===== src/rtl/pcie_sym_pkg.sv =====
// Shared PCIe symbol definitions: K-symbol bytes, 4-bit symbol codes and the
// receive framing state enum. Also used by the transmit symbol multiplexer.
package pcie_sym_pkg;

  localparam int MAX_LEN_DEF = 64;
  localparam int MAX_SKP_DEF = 5;

  localparam logic [7:0] SYM_COM = 8'hBC;
  localparam logic [7:0] SYM_PAD = 8'hF7;
  localparam logic [7:0] SYM_SKP = 8'h1C;
  localparam logic [7:0] SYM_STP = 8'hFB;
  localparam logic [7:0] SYM_SDP = 8'h5C;
  localparam logic [7:0] SYM_END = 8'hFD;
  localparam logic [7:0] SYM_EDB = 8'hFE;
  localparam logic [7:0] SYM_FTS = 8'h3C;
  localparam logic [7:0] SYM_IDL = 8'h7C;

  localparam logic [3:0] CODE_DATA = 4'b0000;
  localparam logic [3:0] CODE_COM  = 4'b0001;
  localparam logic [3:0] CODE_PAD  = 4'b0010;
  localparam logic [3:0] CODE_SKP  = 4'b0011;
  localparam logic [3:0] CODE_STP  = 4'b0100;
  localparam logic [3:0] CODE_SDP  = 4'b0101;
  localparam logic [3:0] CODE_END  = 4'b0110;
  localparam logic [3:0] CODE_EDB  = 4'b0111;
  localparam logic [3:0] CODE_FTS  = 4'b1000;
  localparam logic [3:0] CODE_IDL  = 4'b1001;
  localparam logic [3:0] CODE_UNK  = 4'b1111;

  typedef enum logic [1:0] {
    ST_IDLE = 2'd0,
    ST_PKT  = 2'd1,
    ST_OS   = 2'd2
  } state_t;

  // Registered output bundle of the receive demultiplexer.
  typedef struct packed {
    logic [7:0] data;
    logic [3:0] ctrl;
    logic       vld;
    logic       tlp_vld;
    logic       tlp_sop;
    logic       tlp_eop;
    logic       tlp_drop;
    logic       pkt_dllp;
    logic       os_skp;
    logic [2:0] skp_cnt;
    logic       frm_err;
  } demux_out_t;

  function automatic logic is_open(input logic [3:0] code);
    return (code == CODE_STP) || (code == CODE_SDP);
  endfunction

endpackage


===== src/rtl/demultiplexer_cond_if.sv =====
// Receive symbol stream in, classified symbols and framing pulses out.
interface demultiplexer_cond_if;
  // Valid-only stream, no backpressure: demuxIN/demuxK are consumed on every
  // clock where demuxINVLD=1; every output is a one-cycle pulse one clock later.
  logic [7:0] demuxIN;
  logic       demuxK;
  logic       demuxINVLD;
  logic [7:0] demuxOUT;
  logic [3:0] demuxCTRL;
  logic       demuxVLD;
  logic       tlpVLD;
  logic       tlpSOP;
  logic       tlpEOP;
  logic       tlpDROP;
  logic       pktDLLP;
  logic       osSKP;
  logic [2:0] skpCNT;
  logic       frmERR;

  modport master (
    output demuxIN, demuxK, demuxINVLD,
    input  demuxOUT, demuxCTRL, demuxVLD, tlpVLD, tlpSOP, tlpEOP, tlpDROP,
           pktDLLP, osSKP, skpCNT, frmERR
  );

  modport slave (
    input  demuxIN, demuxK, demuxINVLD,
    output demuxOUT, demuxCTRL, demuxVLD, tlpVLD, tlpSOP, tlpEOP, tlpDROP,
           pktDLLP, osSKP, skpCNT, frmERR
  );
endinterface


===== src/rtl/demux_sym_decode.sv =====
// Combinational symbol classifier: received byte plus K flag to 4-bit code.
module demux_sym_decode
  import pcie_sym_pkg::*;
(
  input  logic [7:0] sym,
  input  logic       is_k,
  output logic [3:0] code,
  output logic       known
);

  always_comb begin
    code  = CODE_DATA;
    known = 1'b1;
    if (is_k) begin
      unique case (sym)
        SYM_COM: code = CODE_COM;
        SYM_PAD: code = CODE_PAD;
        SYM_SKP: code = CODE_SKP;
        SYM_STP: code = CODE_STP;
        SYM_SDP: code = CODE_SDP;
        SYM_END: code = CODE_END;
        SYM_EDB: code = CODE_EDB;
        SYM_FTS: code = CODE_FTS;
        SYM_IDL: code = CODE_IDL;
        default: begin
          code  = CODE_UNK;
          known = 1'b0;
        end
      endcase
    end
  end

endmodule


===== src/rtl/demultiplexer_cond.sv =====
// Receive symbol demultiplexer: classifies decoded bytes and recovers packet
// (STP/SDP..END/EDB) and SKP ordered-set framing.
module demultiplexer_cond
  import pcie_sym_pkg::*;
#(
  parameter int MAX_LEN = MAX_LEN_DEF,
  parameter int MAX_SKP = MAX_SKP_DEF
) (
  input  logic                 demuxCLK,
  input  logic                 demuxRST,
  demultiplexer_cond_if.slave  bus,
  output state_t               fsm_state
);

  localparam int LW = $clog2(MAX_LEN + 1);
  localparam logic [LW-1:0] LEN_MAX = LW'(MAX_LEN);
  localparam logic [2:0]    SKP_MAX = 3'(MAX_SKP);

  state_t        state_q, state_d;
  logic [LW-1:0] len_q, len_d;
  logic [2:0]    skp_q, skp_d;
  logic          dllp_q, dllp_d;
  demux_out_t    out_q, out_d;

  logic [3:0] code;
  logic       known;
  logic       idle_like;

  demux_sym_decode u_decode (
    .sym   (bus.demuxIN),
    .is_k  (bus.demuxK),
    .code  (code),
    .known (known)
  );

  // A non-SKP symbol ends an ordered set and is then handled as from IDLE.
  assign idle_like = (state_q == ST_IDLE) ||
                     ((state_q == ST_OS) && (code != CODE_SKP));

  always_ff @(posedge demuxCLK) begin
    if (demuxRST) begin
      state_q <= ST_IDLE;
      len_q   <= '0;
      skp_q   <= '0;
      dllp_q  <= 1'b0;
      out_q   <= '0;
    end else begin
      state_q <= state_d;
      len_q   <= len_d;
      skp_q   <= skp_d;
      dllp_q  <= dllp_d;
      out_q   <= out_d;
    end
  end

  always_comb begin
    state_d = state_q;
    len_d   = len_q;
    skp_d   = skp_q;
    dllp_d  = dllp_q;
    if (bus.demuxINVLD) begin
      if (idle_like) begin
        state_d = ST_IDLE;
        if (is_open(code)) begin
          state_d = ST_PKT;
          len_d   = '0;
          dllp_d  = (code == CODE_SDP);
        end else if (code == CODE_COM) begin
          state_d = ST_OS;
          skp_d   = '0;
        end
      end else if (state_q == ST_OS) begin
        if (skp_q != 3'd7) skp_d = skp_q + 3'd1;
      end else begin
        unique case (code)
          CODE_DATA: begin
            if (len_q < LEN_MAX) len_d = len_q + 1'b1;
            else                 state_d = ST_IDLE;
          end
          CODE_STP, CODE_SDP: begin
            len_d  = '0;
            dllp_d = (code == CODE_SDP);
          end
          default: state_d = ST_IDLE;
        endcase
      end
    end
  end

  always_comb begin
    out_d = '0;
    if (bus.demuxINVLD) begin
      out_d.data    = bus.demuxIN;
      out_d.ctrl    = code;
      out_d.vld     = known;
      out_d.frm_err = ~known;
      if (idle_like) begin
        if ((state_q == ST_OS) && (skp_q != 3'd0)) begin
          out_d.os_skp  = 1'b1;
          out_d.skp_cnt = skp_q;
        end
        if ((code == CODE_END) || (code == CODE_EDB)) out_d.frm_err = 1'b1;
      end else if (state_q == ST_OS) begin
        if (skp_q >= SKP_MAX) out_d.frm_err = 1'b1;
      end else begin
        unique case (code)
          CODE_DATA: begin
            if (len_q < LEN_MAX) begin
              out_d.tlp_vld  = 1'b1;
              out_d.tlp_sop  = (len_q == '0);
              out_d.pkt_dllp = dllp_q;
            end else begin
              out_d.frm_err  = 1'b1;
              out_d.tlp_drop = 1'b1;
            end
          end
          CODE_END: begin
            if (len_q != '0) begin
              out_d.tlp_eop  = 1'b1;
              out_d.pkt_dllp = dllp_q;
            end else begin
              out_d.frm_err  = 1'b1;
              out_d.tlp_drop = 1'b1;
            end
          end
          CODE_EDB: out_d.tlp_drop = 1'b1;
          default: begin
            out_d.frm_err  = 1'b1;
            out_d.tlp_drop = 1'b1;
          end
        endcase
      end
    end
  end

  assign bus.demuxOUT  = out_q.data;
  assign bus.demuxCTRL = out_q.ctrl;
  assign bus.demuxVLD  = out_q.vld;
  assign bus.tlpVLD    = out_q.tlp_vld;
  assign bus.tlpSOP    = out_q.tlp_sop;
  assign bus.tlpEOP    = out_q.tlp_eop;
  assign bus.tlpDROP   = out_q.tlp_drop;
  assign bus.pktDLLP   = out_q.pkt_dllp;
  assign bus.osSKP     = out_q.os_skp;
  assign bus.skpCNT    = out_q.skp_cnt;
  assign bus.frmERR    = out_q.frm_err;
  assign fsm_state     = state_q;

endmodule

===== src/flat_wrapper.sv =====
// flat-port wrapper written by rule: the top's interface ports become plain ports
module demultiplexer_cond_flat import pcie_sym_pkg::*;
#(
  parameter int MAX_LEN = MAX_LEN_DEF,
  parameter int MAX_SKP = MAX_SKP_DEF
)
  (demuxCLK, demuxRST, fsm_state, bus_demuxIN, bus_demuxK, bus_demuxINVLD, bus_demuxOUT, bus_demuxCTRL, bus_demuxVLD, bus_tlpVLD, bus_tlpSOP, bus_tlpEOP, bus_tlpDROP, bus_pktDLLP, bus_osSKP, bus_skpCNT, bus_frmERR);
  demultiplexer_cond_if bus_i ();
  input  logic demuxCLK;
  input  logic demuxRST;
  output state_t fsm_state;
  input wire logic [$bits(bus_i.demuxIN)-1:0] bus_demuxIN;
  input wire logic [$bits(bus_i.demuxK)-1:0] bus_demuxK;
  input wire logic [$bits(bus_i.demuxINVLD)-1:0] bus_demuxINVLD;
  output wire logic [$bits(bus_i.demuxOUT)-1:0] bus_demuxOUT;
  output wire logic [$bits(bus_i.demuxCTRL)-1:0] bus_demuxCTRL;
  output wire logic [$bits(bus_i.demuxVLD)-1:0] bus_demuxVLD;
  output wire logic [$bits(bus_i.tlpVLD)-1:0] bus_tlpVLD;
  output wire logic [$bits(bus_i.tlpSOP)-1:0] bus_tlpSOP;
  output wire logic [$bits(bus_i.tlpEOP)-1:0] bus_tlpEOP;
  output wire logic [$bits(bus_i.tlpDROP)-1:0] bus_tlpDROP;
  output wire logic [$bits(bus_i.pktDLLP)-1:0] bus_pktDLLP;
  output wire logic [$bits(bus_i.osSKP)-1:0] bus_osSKP;
  output wire logic [$bits(bus_i.skpCNT)-1:0] bus_skpCNT;
  output wire logic [$bits(bus_i.frmERR)-1:0] bus_frmERR;
  assign bus_i.demuxIN = bus_demuxIN;
  assign bus_i.demuxK = bus_demuxK;
  assign bus_i.demuxINVLD = bus_demuxINVLD;
  assign bus_demuxOUT = bus_i.demuxOUT;
  assign bus_demuxCTRL = bus_i.demuxCTRL;
  assign bus_demuxVLD = bus_i.demuxVLD;
  assign bus_tlpVLD = bus_i.tlpVLD;
  assign bus_tlpSOP = bus_i.tlpSOP;
  assign bus_tlpEOP = bus_i.tlpEOP;
  assign bus_tlpDROP = bus_i.tlpDROP;
  assign bus_pktDLLP = bus_i.pktDLLP;
  assign bus_osSKP = bus_i.osSKP;
  assign bus_skpCNT = bus_i.skpCNT;
  assign bus_frmERR = bus_i.frmERR;
  demultiplexer_cond #(.MAX_LEN(MAX_LEN), .MAX_SKP(MAX_SKP)) u_core (.demuxCLK(demuxCLK), .demuxRST(demuxRST), .bus(bus_i), .fsm_state(fsm_state));
endmodule

===== config.mk =====
export PLATFORM = sky130hd
export DESIGN_NAME = demultiplexer_cond_flat
export DESIGN_NICKNAME = d
export VERILOG_FILES = /design/src/rtl/pcie_sym_pkg.sv /design/src/rtl/demultiplexer_cond_if.sv /design/src/rtl/demux_sym_decode.sv /design/src/rtl/demultiplexer_cond.sv /design/src/flat_wrapper.sv
export SDC_FILE = /design/constraint.sdc
export NUM_CORES = 1
export LEC_CHECK = 0
export CAP_MARGIN = 10
export CORE_MARGIN = 3
export CORE_UTILIZATION = 25
export CTS_CLUSTER_DIAMETER = 40
export DETAILED_ROUTE_END_ITERATION = 12
export HOLD_SLACK_MARGIN = 0.05
export PLACE_DENSITY = 0.49
export SLEW_MARGIN = 5
export SYNTH_ARGS = -nofsm -noshare
export SYNTH_HDL_FRONTEND = slang
export SYNTH_SLANG_ARGS = --single-unit

===== constraint.sdc =====
create_clock -name demuxCLK -period 1.9 [get_ports demuxCLK]
set_clock_uncertainty 0.1 [all_clocks]
set_input_delay 0.38 -clock demuxCLK [delete_from_list [all_inputs] [get_ports demuxCLK]]
set_output_delay 0.38 -clock demuxCLK [all_outputs]
set_load 0.01 [all_outputs]

==> flow_summary.ini, run 1 <==
[synthesis]
synthTopCellsByCount = dfxtp_1, nor2_1, nand2_1
yosysTopAreaCellShare = 0.409
syn_nets = 213
async_flop_share = 0
synth_cell_type_count = 49
synthCells = 195
yosys-top-cells-area = dfxtp_1, and2_1, ha_1, nor2_1, a21oi_1
postSynthAreaPerCell_um2 = 9.03
ys.flop_type = dfxtp_1
synth_most_common_cell = dfxtp_1
synth_edf_count = 0
synth_seq_cells = 36
seq_area_frac_synth = 0.409
syn_area_um2 = 1760
synth_top_cell_by_area = dfxtp_1
yosysWarnings = 0

[sta]
max_slew.worst_pin.slew_ns = 0.408
worst_slack_ns = 0.00671
hold_violations = 0
rsz0062_at_grt = yes
max_freq_ghz = 0.528
setup-tns-final_ns = 0
slew_headroom = 0.726
period_share = 0.996
layout_min_cycle_time_ns = 1.89
drv_slew = 0
setup_viol = 0

[worst_setup_path]
reg2reg_depth = 6
startpoint = bus_demuxIN[0]
r2r_start = u_core.skp_q[1]$_SDFFE_PP0P_
critPathLaunchType = primary input
crit_end = u_core.bus.frmERR$_SDFF_PP0_
reg2reg_to = u_core.skp_q[0]$_SDFFE_PP0P_
rrSetupSlack_ns = 0.09
crit_fanout = 6
end_kind = flip-flop
cp.required_ns = 2.02
worstSetupPathType = in -> reg
cp.arrival_ns = 2.02

[cells_and_area]
n_antenna_cell = 0
drive_gt1_frac = 0.326
syn2layout_area_growth_pct = 53.8
nets = 287
design_area_um2 = 2710

[placed_design]
io_buffers = 36
gp_congestion = 0.757
place_area_um2 = 2470
hpwl_mm = 3.18
pre_cts_slack_ns = -0.719

[detailed_routing]
first_iter_violations = 74
wirelength_mm = 4.31
drcViolationCount = 0
ant_nets = 0
firstDrtPassIters = 4
vias = 1582
wl_per_cell_um = 11.9
vias_per_cell = 4.36

[grt]
grt_pass1_vias = 1457
antenna_found_initial = 0
grt_max_degree = 15
grt_pass1_wl_mm = 7.11
globalRouteOverflowTotal = 0
grt_usage = 0.107

[clock_tree]
clkTransAtPathRegs_ns = 0.07
cts_tree = built
clock_sinks = 36
hold_buffers = 0
cts_buffers = 5
cts_max_level = 2
insertion_delay_ns = 0.28
root_buffer = clkbuf_8
cts.path.max_buffers = 2

[floorplan]
die_w_um = 89.9
ios = 37
core-area_um2 = 6600
dieArea_um2 = 8090
rows = 29
die_h_um = 89.9
start_util = 0.267

[flow_run]
cap_violations = 0

[pwr]
p_leak_uw = 0.00114
peakVddDrop_mv = 0.227
total_power_uw = 1530
power_density_nw_per_um2 = 564

[run_status]
outcome = completed

[min_path]
hold_path.class = in -> reg
[critical path, cell delays in order]
cell and delay, ns:
buf_6 0.09, buf_6 0.12, or4_4 0.49, o22ai_4 0.19
a21o_1 0.18, nand4b_4 0.16, mux2i_2 0.25, o211a_1 0.16
[state kept, by name, indices dropped and copies added (netlist names)]
signal and flops:
u_core.bus.demuxOUT 8, u_core.dllp_q 1, u_core.bus.demuxVLD 1, u_core.fsm_state 2
u_core.bus.osSKP 1, u_core.bus.demuxCTRL 4, u_core.len_q 7, u_core.skp_q 3
u_core.bus.tlpVLD 1, u_core.bus.tlpDROP 1, u_core.bus.skpCNT 3, u_core.bus.pktDLLP 1
u_core.bus.tlpSOP 1, u_core.bus.frmERR 1, u_core.bus.tlpEOP 1
[layout by cell type, fill, tap and decap left out, drive strengths merged, types with 3 or more instances in the layout]
cell / Yosys / final
nand2b: 6 / 6
mux2i: 3 / 3
xnor2: 3 / 3
and2: 15 / 15
o21ai: 8 / 8
ha: 6 / 6
nor4: 7 / 7
inv: 10 / 10
nor2: 17 / 17
clkbuf: 4 / 10
clkdlybuf4s50: 0 / 26
dfxtp: 36 / 36
a21oi: 12 / 12
buf: 5 / 46
nand3b: 3 / 3
nand3: 7 / 7
nand2: 16 / 16
nor3: 3 / 3
[cells by family (layout without fill, tap and decap cells)]
logic type / count (synthesis) / in the layout / synth area share
AO/OA/AOI/OAI: 36 / 36 / 0.148
XOR/XNOR: 3 / 3 / 0.0149
adder cells (fa/ha/maj): 6 / 6 / 0.0426
buffers and inverters: 19 / 94 / 0.0497
flip-flops: 36 / 36 / 0.409
multiplexers: 3 / 3 / 0.0170
AND/OR/NAND/NOR: 92 / 92 / 0.318
[per-layer routing]
| metal | track usage | up-vias | wire, um |
|---|---|---|---|
| met1 | 0.144 | 718 | 2140 |
| met5 | 0 | - | 0 |
| met3 | 0.0225 | 5 | 121 |
| met2 | 0.167 | 25 | 2000 |
| met4 | 0.0421 | 0 | 54 |
| li1 | - | 834 | - |
[final cells by class]
type / count / area [um^2]
inverter: 10 / 37.5
sequential: 36 / 721
multi-input combinational: 140 / 1070
tap: 93 / 116
timing repair buffer: 76 / 671
clock buffer: 8 / 90.1
fill: 674 / 3890
[metrics by stage]
stage	instances	util	hold slack, ns
2_1_floorplan	195	-	0.328
3_3_place_gp	351	0.374	0.340
3_5_place_dp	351	0.374	0.343
4_1_cts	362	0.399	0.202
5_1_grt	363	0.410	0.212
6_report	363	0.410	0.209
[what timing repair did]
| item | 4_1_cts | 5_1_grt |
|---|---|---|
| setup buffers | 3 | 1 |
| endpoints found under the hold margin | 0 | 0 |
| pin swaps | 13 | 18 |
| endpoints found under the setup margin | 26 | 18 |
| resized for setup | 49 | 30 |
[report_power, final]
| group | switching, uW | internal (uW) | leakage (uW) |
|---|---|---|---|
| sequential | 2.62 | 767 | 0.000292 |
| combinational | 94.1 | 113 | 0.000805 |
| clock | 255 | 296 | 0.0000455 |
[how the worst min path moves through the flow]
stage | endpoint | cells after the start | slack, ns | start
after floorplan | u_core.dllp_q$_SDFFE_PP0P_ | 2 | 0.33 | u_core.dllp_q$_SDFFE_PP0P_
after global placement | u_core.dllp_q$_SDFFE_PP0P_ | 2 | 0.34 | u_core.dllp_q$_SDFFE_PP0P_
after detailed placement | u_core.dllp_q$_SDFFE_PP0P_ | 2 | 0.34 | u_core.dllp_q$_SDFFE_PP0P_
after CTS | u_core.bus.demuxOUT[4]$_SDFF_PP0_ | 2 | 0.20 | bus_demuxIN[4]
after global routing | u_core.bus.demuxOUT[4]$_SDFF_PP0_ | 2 | 0.21 | bus_demuxIN[4]
final | u_core.bus.demuxOUT[4]$_SDFF_PP0_ | 2 | 0.21 | bus_demuxIN[4]
No activity file was read; power rests on OpenSTA's default activity.
==> run 2, diff against run 1 <==
--- a/config.mk
+++ b/config.mk
@@ -6,12 +6,14 @@
 export NUM_CORES = 1
 export LEC_CHECK = 0
 export CAP_MARGIN = 10
+export CELL_PAD_IN_SITES_DETAIL_PLACEMENT = 1
+export CELL_PAD_IN_SITES_GLOBAL_PLACEMENT = 2
 export CORE_MARGIN = 3
 export CORE_UTILIZATION = 25
 export CTS_CLUSTER_DIAMETER = 40
 export DETAILED_ROUTE_END_ITERATION = 12
 export HOLD_SLACK_MARGIN = 0.05
-export PLACE_DENSITY = 0.49
+export PLACE_DENSITY = 0.69
 export SLEW_MARGIN = 5
 export SYNTH_ARGS = -nofsm -noshare
 export SYNTH_HDL_FRONTEND = slang
==> constraint.sdc (replaced) <==
create_clock -name demuxCLK -period 2.4 [get_ports demuxCLK]
set_clock_uncertainty 0.1 [all_clocks]
set_input_delay 0.48 -clock demuxCLK [delete_from_list [all_inputs] [get_ports demuxCLK]]
set_output_delay 0.48 -clock demuxCLK [all_outputs]
set_load 0.01 [all_outputs]
==> flow_summary.ini, run 2 (same netlist as run 1, synthesis figures left out) <==
[placed_design]
pre_cts_slack_ns = -0.363
hpwl_mm = 3.63
gp_congestion = 0.782
io_buffers = 36

[flow_run]
cap_violations = 0

[worst_setup_path]
cp.arrival_ns = 2.45
critPathLaunchType = primary input
cp.required_ns = 2.51
end_kind = flip-flop
crit_fanout = 7
worstSetupPathType = in -> reg
reg2reg_depth = 6

[cells_and_area]
largest_reg_flops = 8
final_cell_mix = dfxtp_1, buf_4, clkdlybuf4s50_1
drive_gt1_frac = 0.221
utilization = 0.391
nFillCells = 784
nets = 280
n_antenna_cell = 0
syn2layout_area_growth_pct = 46.7
final_common_cell = dfxtp_1

[pwr]
switching_power_uw = 284
p_int_uw = 920
power.share.clock = 0.369
seqPwrFrac = 0.506
p_comb_frac = 0.125
total_power_uw = 1200
p_leak_uw = 0.00109
peakVddDrop_mv = 0.151
p_sw_frac = 0.236
power_density_nw_per_um2 = 466

[clock_tree]
cts_buffers = 5
clkTransAtPathRegs_ns = 0.07
clock_sinks = 36
cts_max_level = 2
root_buffer = clkbuf_8
cts_tree = built
cts.path.max_buffers = 2
insertion_delay_ns = 0.29

[grt]
globalRouteOverflowTotal = 0
grt_usage = 0.121
grt_max_degree = 14
grt_pass1_vias = 1675
antenna_found_initial = 0
grt_pass1_wl_mm = 8.13

[detailed_routing]
maxUsedRoutingLayer = met4
wl_per_cell_um = 13.5
first_iter_violations = 20
wl_met1_mm = 2.28
wl_met3_um = 135
wirelength_mm = 4.79
drcViolationCount = 0
route.met2.wl_mm = 2.29
vias = 1632
ant_nets = 0
firstDrtPassIters = 3
vias_per_cell = 4.58

[sta]
layout_min_cycle_time_ns = 2.34
drv_slew = 0
max_slew.worst_pin.slew_ns = 0.469
period_share = 0.976
worst_slack_ns = 0.0577
max_freq_ghz = 0.427
slew_headroom = 0.685
fin_worst_hold_slack_ns = 0.360
setup_viol = 0
hold_violations = 0

[floorplan]
ios = 37
die_h_um = 89.9
die_w_um = 89.9
dieArea_um2 = 8090
core-area_um2 = 6600
start_util = 0.267
rows = 29

[min_path]
hold_path.class = reg -> reg
min_path_cells = 2

[run_status]
outcome = completed
[run 2: cell count changes in the layout (fill, tap and decap cells not counted), moves of 3 or more]
cell | before | now
buf_4 | 38 | 32
buf_6 | 6 | 1
o21ai_2 | 3 | 0
o21ai_0 | 3 | 7
dlymetal6s2s_1 | 2 | 5
dlygate4sd2_1 | 0 | 3
[run 2: through the flow]
step	cells	setup TNS (ns)	instance area, um^2
after floorplan	195	0	1760
after global placement	348	-5.52	2440
after detailed placement	348	-5.66	2440
after CTS	356	0	2520
after global routing	356	-0.0225	2580
final	356	0	2580
[run 2: routing by layer]
metal / vias to the layer above / track usage
met5: - / 0
met4: 0 / 0.0497
met3: 7 / 0.0209
met2: 24 / 0.200
met1: 780 / 0.156
li1: 821 / -
[run 2: path summary, 6_finish.rpt]
| path | startpoint | endpoint | slack (ns) |
|---|---|---|---|
| min reg2reg | u_core.dllp_q$_SDFFE_PP0P_ | u_core.dllp_q$_SDFFE_PP0P_ | 0.36 |
| max reg2reg | u_core.skp_q[0]$_SDFFE_PP0P_ | u_core.skp_q[0]$_SDFFE_PP0P_ | 0.55 |
| max | bus_demuxIN[6] | u_core.len_q[1]$_SDFFE_PP0P_ | 0.06 |
| min | u_core.dllp_q$_SDFFE_PP0P_ | u_core.dllp_q$_SDFFE_PP0P_ | 0.36 |
[run 2: critical path, stage by stage]
cell	delay [ns]
dlygate4sd2_1	0.30
or3b_1	0.39
nor4_2	0.33
a31o_4	0.16
nand4b_4	0.12
a221o_2	0.45
o31ai_2	0.22
[run 2: layout make-up]
cell class,count,area [um^2],area share
inverters,10,37.5,0.0145
clock buffers,8,90.1,0.0348
repair buffers,69,621,0.240
flip-flops and latches,36,721,0.279
well taps,93,116,0.0450
multi-input cells,140,1000,0.387
[run 2: power by group through the flow]
stage               registers, uW  clock network [uW]  logic (uW)
floorplan                     628                   0        60.5
global placement              623                   0         147
detailed placement            623                   0         148
CTS                           609                 461         147
global route                  610                 488         165
finish                        609                 445         151
[run 2: what timing repair did]
| item | in CTS | in global routing |
|---|---|---|
| gates resized for setup | 3 | 15 |
| pin swaps | 0 | 5 |
| setup endpoints to repair | 7 | 14 |
| buffers inserted | 0 | 0 |
| hold buffers | 0 | 0 |
==> run 3, diff against run 2 <==
--- a/config.mk
+++ b/config.mk
@@ -8,12 +8,13 @@
 export CAP_MARGIN = 10
 export CELL_PAD_IN_SITES_DETAIL_PLACEMENT = 1
 export CELL_PAD_IN_SITES_GLOBAL_PLACEMENT = 2
-export CORE_MARGIN = 3
-export CORE_UTILIZATION = 25
+export CORE_MARGIN = 2
+export CORE_UTILIZATION = 32
 export CTS_CLUSTER_DIAMETER = 40
 export DETAILED_ROUTE_END_ITERATION = 12
 export HOLD_SLACK_MARGIN = 0.05
-export PLACE_DENSITY = 0.69
+export PLACE_DENSITY = 0.85
+export SETUP_SLACK_MARGIN = 0.3
 export SLEW_MARGIN = 5
 export SYNTH_ARGS = -nofsm -noshare
 export SYNTH_HDL_FRONTEND = slang
==> flow_summary.ini, run 3 (same netlist as run 1, synthesis figures left out) <==
[cells_and_area]
final_cells = 340
drive_gt1_frac = 0.302
final_cell_mix = buf_4, dfxtp_1, clkdlybuf4s50_1
n_antenna_cell = 0
largest_reg_flops = 8
nets = 285
syn2layout_area_growth_pct = 51.8
final_common_cell = buf_4
design_area_um2 = 2670

[pwr]
total_power_uw = 1370
p_leak_uw = 0.00112
power_density_nw_per_um2 = 511
power.share.clock = 0.430
peakVddDrop_mv = 0.255
seqPwrFrac = 0.446
switching_power_uw = 310
p_comb_frac = 0.124
p_int_uw = 1060
p_sw_frac = 0.227

[placed_design]
hpwl_mm = 3.60
pre_cts_slack_ns = -0.370
gp_congestion = 0.784
io_buffers = 36
place_area_um2 = 2420
dpl.cell_count = 328

[floorplan]
die_h_um = 78.2
ios = 37
core-area_um2 = 5410
dieArea_um2 = 6110
die_w_um = 78.2
start_util = 0.326
rows = 27

[worst_setup_path]
end_kind = flip-flop
worstSetupPathType = in -> reg
cp.required_ns = 2.53
critPathLaunchType = primary input
crit_fanout = 7
cp.arrival_ns = 2.21
reg2reg_depth = 6

[grt]
grt_usage = 0.188
globalRouteOverflowTotal = 0
grt_max_degree = 18
grt_pass1_wl_mm = 9.01
grt_pass1_vias = 1784
antenna_found_initial = 0

[sta]
worst_slack_ns = 0.320
layout_min_cycle_time_ns = 2.08
rsz0062_at_grt = no
hold_violations = 0
max_freq_ghz = 0.481
drv_slew = 0
setup_viol = 0
max_slew.worst_pin.slew_ns = 0.369
slew_headroom = 0.753
period_share = 0.867

[detailed_routing]
wl_per_cell_um = 16.1
ant_nets = 0
drcViolationCount = 0
firstDrtPassIters = 6
wirelength_mm = 5.48
vias_per_cell = 4.97
vias = 1689
first_iter_violations = 57

[min_path]
min_path_cells = 2
hold_path.class = in -> reg

[clock_tree]
insertion_delay_ns = 0.29
cts_tree = built
cts.path.max_buffers = 2
root_buffer = clkbuf_8
clkTransAtPathRegs_ns = 0.07
hold_buffers = 0
cts_max_level = 2
clock_sinks = 36
cts_buffers = 5

[run_status]
outcome = completed

[flow_run]
cap_violations = 0
==> run 3: changes by cell type in the layout (fill, tap and decap cells not counted), moves of 2 or more <==
cell,change
nand3_1,-2
buf_6,+2
clkbuf_1,-2
nor4_1,-2
dlygate4sd2_1,-3
nor4_4,+2
nand3_2,+2
buf_4,+5
buf_2,+5
dlymetal6s2s_1,-4
==> run 3: final timing paths <==
kind                                     start                                 to  slack (ns)
setup / recovery                bus_demuxIN[5]       u_core.bus.frmERR$_SDFF_PP0_        0.32
hold / removal                  bus_demuxIN[4]  u_core.bus.demuxOUT[4]$_SDFF_PP0_        0.35
setup reg to reg  u_core.skp_q[0]$_SDFFE_PP0P_       u_core.skp_q[0]$_SDFFE_PP0P_        0.62
hold reg to reg     u_core.dllp_q$_SDFFE_PP0P_         u_core.dllp_q$_SDFFE_PP0P_        0.36
==> run 3: final cells by class <==
type                    count  area, um^2
well taps                  72        90.1
multi-input cells         140        1070
clock inverters             1        30.0
inverters                  10        37.5
repair buffers             74         624
flip-flops and latches     36         721
fillers                   617        2730
clock buffers               7        96.3
==> run 3: metal layers <==
| layer | part of all wire | global-route usage | routed length, um |
|---|---|---|---|
| met1 | 0.43 | 0.225 | 2380 |
| met2 | 0.51 | 0.333 | 2820 |
| met3 | 0.032 | 0.0276 | 176 |
| met4 | 0.020 | 0.0825 | 112 |
| met5 | 0 | 0 | 0 |
==> run 3: stage by stage <==
stage | setup TNS, ns | hold slack [ns] | utilization
floorplan | 0 | 0.328 | -
global placement | -4.04 | 0.338 | 0.447
detailed placement | -4.73 | 0.353 | 0.447
CTS | 0 | 0.347 | 0.488
global route | 0 | 0.366 | 0.495
finish | 0 | 0.351 | 0.495
==> run 3: power by group through the flow <==
stage | logic (uW) | clock network (uW) | registers [uW]
3_5_place_dp | 148 | 0 | 624
5_1_grt | 180 | 627 | 610
2_1_floorplan | 60.5 | 0 | 628
4_1_cts | 160 | 599 | 609
6_report | 170 | 588 | 609
3_3_place_gp | 145 | 0 | 623
==> run 3: worst max-delay path, cell delays in order <==
cell	delay, ns
buf_4	0.14
or4_4	0.55
o22ai_4	0.15
a21o_1	0.20
nand4b_4	0.17
buf_6	0.11
mux2i_2	0.22
o211a_1	0.19
==> run 3: repair_timing <==
| item | CTS | global route |
|---|---|---|
| pin swaps | 12 | 11 |
| setup endpoints to repair | 25 | 16 |
| buffers inserted | 4 | 0 |
| gates resized for setup | 41 | 20 |
| hold endpoints to repair | 0 | 0 |
